### src/rtl/pipelined_addsub.sv
// Two-stage pipelined WIDTH-bit adder/subtractor with valid/ready handshakes.
// Define PIPELINED_ADDSUB_SAT_EN to saturate the result on signed overflow.
module pipelined_addsub #(
    parameter int WIDTH = 8
) (
    input  logic             clk,
    input  logic             rst,
    input  logic             in_valid,
    output logic             in_ready,
    input  logic [WIDTH-1:0] a,
    input  logic [WIDTH-1:0] b,
    input  logic             sub,
    input  logic             cin,
    output logic             out_valid,
    input  logic             out_ready,
    output logic [WIDTH-1:0] result,
    output logic             carry,
    output logic             ovf,
    output logic             zero,
    output logic             neg
);
    localparam int LO_W = WIDTH / 2;
    localparam int HI_W = WIDTH - LO_W;

    logic [WIDTH-1:0] w_b_eff;
    logic             w_cin_eff;
    logic [LO_W:0]    w_lo;
    logic             w_adv2;
    logic             w_in_xfer;

    logic             r_v1;
    logic [LO_W-1:0]  r_lo_sum;
    logic             r_c_lo;
    logic [HI_W-1:0]  r_a_hi;
    logic [HI_W-1:0]  r_b_hi;

    logic [HI_W:0]    w_hi;
    logic [WIDTH-1:0] w_raw;
    logic [WIDTH-1:0] w_res;
    logic             w_ovf;

    logic             r_v2;
    logic [WIDTH-1:0] r_result;
    logic             r_carry;
    logic             r_ovf;
    logic             r_zero;
    logic             r_neg;

    // Subtract is a + ~b + 1, so the forced carry-in replaces cin
    assign w_b_eff   = sub ? ~b : b;
    assign w_cin_eff = sub ? 1'b1 : cin;
    assign w_lo      = {1'b0, a[LO_W-1:0]}
                     + {1'b0, w_b_eff[LO_W-1:0]}
                     + {{LO_W{1'b0}}, w_cin_eff};

    assign w_adv2    = r_v1 && (!r_v2 || out_ready);
    assign in_ready  = !r_v1 || w_adv2;
    assign w_in_xfer = in_valid && in_ready;

    always_ff @(posedge clk) begin
        if (rst) begin
            r_v1     <= 1'b0;
            r_lo_sum <= '0;
            r_c_lo   <= 1'b0;
            r_a_hi   <= '0;
            r_b_hi   <= '0;
        end else if (w_in_xfer) begin
            r_v1     <= 1'b1;
            r_lo_sum <= w_lo[LO_W-1:0];
            r_c_lo   <= w_lo[LO_W];
            r_a_hi   <= a[WIDTH-1:LO_W];
            r_b_hi   <= w_b_eff[WIDTH-1:LO_W];
        end else if (w_adv2) begin
            r_v1     <= 1'b0;
        end
    end

    // Sign bits of a and b_eff are the top bits of the latched upper halves
    assign w_hi  = {1'b0, r_a_hi} + {1'b0, r_b_hi} + {{HI_W{1'b0}}, r_c_lo};
    assign w_raw = {w_hi[HI_W-1:0], r_lo_sum};
    assign w_ovf = (r_a_hi[HI_W-1] == r_b_hi[HI_W-1])
                && (w_raw[WIDTH-1] != r_a_hi[HI_W-1]);

`ifdef PIPELINED_ADDSUB_SAT_EN
    localparam logic [WIDTH-1:0] MAX_POS = {1'b0, {(WIDTH-1){1'b1}}};
    localparam logic [WIDTH-1:0] MIN_NEG = {1'b1, {(WIDTH-1){1'b0}}};

    always_comb begin
        w_res = w_raw;
        if (w_ovf) begin
            w_res = r_a_hi[HI_W-1] ? MIN_NEG : MAX_POS;
        end
    end
`else
    assign w_res = w_raw;
`endif

    always_ff @(posedge clk) begin
        if (rst) begin
            r_v2     <= 1'b0;
            r_result <= '0;
            r_carry  <= 1'b0;
            r_ovf    <= 1'b0;
            r_zero   <= 1'b0;
            r_neg    <= 1'b0;
        end else if (w_adv2) begin
            r_v2     <= 1'b1;
            r_result <= w_res;
            r_carry  <= w_hi[HI_W];
            r_ovf    <= w_ovf;
            r_zero   <= (w_res == '0);
            r_neg    <= w_raw[WIDTH-1];
        end else if (out_ready) begin
            r_v2     <= 1'b0;
        end
    end

    assign out_valid = r_v2;
    assign result    = r_result;
    assign carry     = r_carry;
    assign ovf       = r_ovf;
    assign zero      = r_zero;
    assign neg       = r_neg;

endmodule

### config.mk
export PLATFORM = sky130hd
export DESIGN_NAME = pipelined_addsub
export DESIGN_NICKNAME = d
export VERILOG_FILES = /design/src/rtl/pipelined_addsub.sv
export SDC_FILE = /design/constraint.sdc
export NUM_CORES = 1
export LEC_CHECK = 0
export CAP_MARGIN = 20
export CORE_MARGIN = 4
export CORE_UTILIZATION = 39
export DETAILED_ROUTE_END_ITERATION = 8
export PLACE_DENSITY = 0.71
export SLEW_MARGIN = 10
export SYNTH_ARGS = -nofsm -noshare
export SYNTH_HDL_FRONTEND = slang
export SYNTH_SLANG_ARGS = --single-unit
export TNS_END_PERCENT = 30
### constraint.sdc
create_clock -name clk -period 2.6 [get_ports clk]
set_clock_uncertainty 0.05 [all_clocks]
set_input_delay 0.39 -clock clk [delete_from_list [all_inputs] [get_ports clk]]
set_output_delay 0.39 -clock clk [all_outputs]
set_load 0.02 [all_outputs]
==> results.json, run 1 <==
{
  "finalPower_mw": 0.860,
  "ctsResizeCount": 0,
  "status": "finished, final reports clean",
  "grt_use_total_pct": 13.1,
  "die_h_um": 66.1,
  "cts_setup_buffers": 0,
  "layout_commonest_cell": "clkdlybuf4s50_1",
  "clockBufferDepth": 2,
  "ys_seq_elements": 26,
  "coreArea_sq_mm": 0.00313,
  "viasPerCell": 4.69,
  "r2r_slack_ns": 0.43,
  "fill_cells": 311,
  "fin_hold_ws_ns": 0.415,
  "cts_buffers": 3,
  "first_pass_iters": 4,
  "multi_input_comb_area_sq_um": 707,
  "drive_gt1_share_pct": 5.03,
  "diodes": 0,
  "clock-sinks": 26,
  "syn_inst": 148,
  "fp.dieArea_sq_mm": 0.00437,
  "yosysUniqueCellTypes": 33,
  "grt_overflow_total": 0,
  "hold_path.class": "reg -> reg",
  "clock_latency_ns": 0.32,
  "netlist_area_sq_mm": 0.00132,
  "tritoncts": "built",
  "ios": 36,
  "wl_per_cell_um": 11.6,
  "synth_top_area_share_pct": 39.5,
  "post-route-min-period_ns": 2.27,
  "required_ns": 2.76,
  "detail-route-antenna-nets": 0,
  "leakage_nw": 0.689,
  "max_freq_ghz": 0.440,
  "ys.flop_type": "dfxtp_1",
  "relSlewSlack_pct": 67.5,
  "worst_ep_arrival_time_ns": 2.43,
  "slew_violations": 0,
  "max_cap_violations": 0,
  "start_util_pct": 42.1,
  "ys_warn_count": 0,
  "grt_pass1_wl_um": 4460,
  "htreeDepth": 1,
  "die_x_um": 66.1,
  "gp_congestion": 0.750,
  "syn_avg_cell_area_sq_um": 8.89,
  "drc": 0,
  "fin_nets": 212,
  "vias": 1045,
  "drt_iter0_markers": 40,
  "ff_latch_area_sq_um": 520,
  "yosys.area.top_type": "dfxtp_1",
  "ys_seq_area_share_pct": 39.5,
  "setup_viol": 0,
  "synthArstFlopShare_pct": 0,
  "fin_crit_sh_pct": 87.3,
  "postSynthNetCount": 180,
  "crit_type": "in -> reg",
  "antenna_found_initial": 0,
  "drt-total-wl_um": 2590,
  "cp-end-kind": "register",
  "cp_max_fo": 4,
  "hold_viol": 0,
  "port_buffers": 35,
  "cp-start-kind": "primary input",
  "syn_to_final_growth_pct": 30.2,
  "ir_drop_v": 0.000185,
  "synth_area_leaders": "dfxtp_1 40%, nand2_1 7.1%, a21oi_1 6.5%",
  "rsz0062_at_grt": "false",
  "power.density_mw_per_mm2": 502,
  "holdBufCountCts": 0,
  "root_buffer": "clkbuf_4",
  "synth_edf_count": 0,
  "clkTransAtPathRegs_ns": 0.13,
  "tns_ns": 0,
  "final_cell_mix": "35 x clkdlybuf4s50_1, 26 x dfxtp_1, 25 x nand2_1, 17 x a21oi_1, 9 x nor2_1",
  "worstMarginPinSlew_ns": 0.487,
  "grt_pass1_vias": 1031,
  "hpwl_um": 2120,
  "grt_max_degree": 17,
  "core.rowCount": 20
}
-- report_power, final --
part / switching [mW] / leakage, nW / internal (mW)
Clock: 0.118 / 0.0210 / 0.0857
Sequential: 0.0191 / 0.214 / 0.427
Combinational: 0.102 / 0.454 / 0.109
-- cell usage after synthesis, types with 4 or more instances --
| cell | instances |
|---|---|
| a21oi_1 | 17 |
| nand2_1 | 25 |
| nor2_1 | 9 |
| xor2_1 | 8 |
| fa_1 | 4 |
| dfxtp_1 | 26 |
| a211oi_1 | 8 |
| xnor2_1 | 4 |
| ha_1 | 6 |
| buf_2 | 5 |
| inv_1 | 8 |
-- final timing paths --
path / from / end / cells after the start
max reg2reg: r_c_lo$_SDFFE_PP0P_ / zero$_SDFFE_PP0P_ / 6
min: result[2]$_SDFFE_PP0P_ / result[2]$_SDFFE_PP0P_ / 2
min reg2reg: result[2]$_SDFFE_PP0P_ / result[2]$_SDFFE_PP0P_ / 2
max: sub / r_c_lo$_SDFFE_PP0P_ / 7
-- metrics by stage --
step           utilization, %  instances  area [sq um]  setup slack (ns)
6_report                 54.8        223          1710             0.330
5_1_grt                  54.8        223          1710             0.278
4_1_cts                  54.8        223          1710             0.328
3_5_place_dp             53.6        219          1680           -0.0314
3_3_place_gp             53.6        219          1680            0.0150
2_1_floorplan               -        148          1320             0.412
-- sequential cells by signal (all words and copies together), names as in the netlist --
| name | count |
|---|---|
| zero | 1 |
| result | 8 |
| carry | 1 |
| r_lo_sum | 4 |
| r_c_lo | 1 |
| r_a_hi | 4 |
| out_valid | 1 |
| r_v1 | 1 |
| ovf | 1 |
| r_b_hi | 4 |
-- area by class of cell --
class | count | share of cell area [%]
tap | 44 | 3.21
sequential | 26 | 30.4
clock buffer | 4 | 2.12
multi-input combinational | 104 | 41.2
timing repair buffer | 37 | 21.3
inverter | 8 | 1.75
-- layer usage --
layer	vias to the layer above	global-route usage, %	part of all wire, %
met5	-	0	0
met4	0	7.36	2.2
met3	4	2.21	4.1
met2	30	21.7	47
met1	452	15.8	47
li1	559	-	-
-- logic make-up after synthesis --
logic type / after synthesis / synth area share (%)
buffers and inverters: 18 / 6.75
XOR/XNOR: 12 / 7.98
AND/OR/NAND/NOR: 49 / 18.4
AO/OA/AOI/OAI: 33 / 15.5
flip-flops: 26 / 39.5
adder cells (fa/ha/maj): 10 / 11.8
-- worst max-delay path, cell delays in order --
cell and delay [ns]:
clkdlybuf4s50_1 0.48, or2_2 0.34, fa_1 0.41, fa_1 0.42
a21o_1 0.17, a21oi_1 0.14, a21oi_1 0.07
No activity file was read; power rests on OpenSTA's default activity.
==> run 2: changes to the inputs <==
--- a/config.mk
+++ b/config.mk
@@ -8,6 +8,7 @@
 export CAP_MARGIN = 20
 export CORE_MARGIN = 4
 export CORE_UTILIZATION = 39
+export CTS_CLUSTER_DIAMETER = 50
 export DETAILED_ROUTE_END_ITERATION = 8
 export PLACE_DENSITY = 0.71
 export SLEW_MARGIN = 10
==> results of run 2 <==
Same layout as run 1: the final DEF is identical, and so are final timing and power.
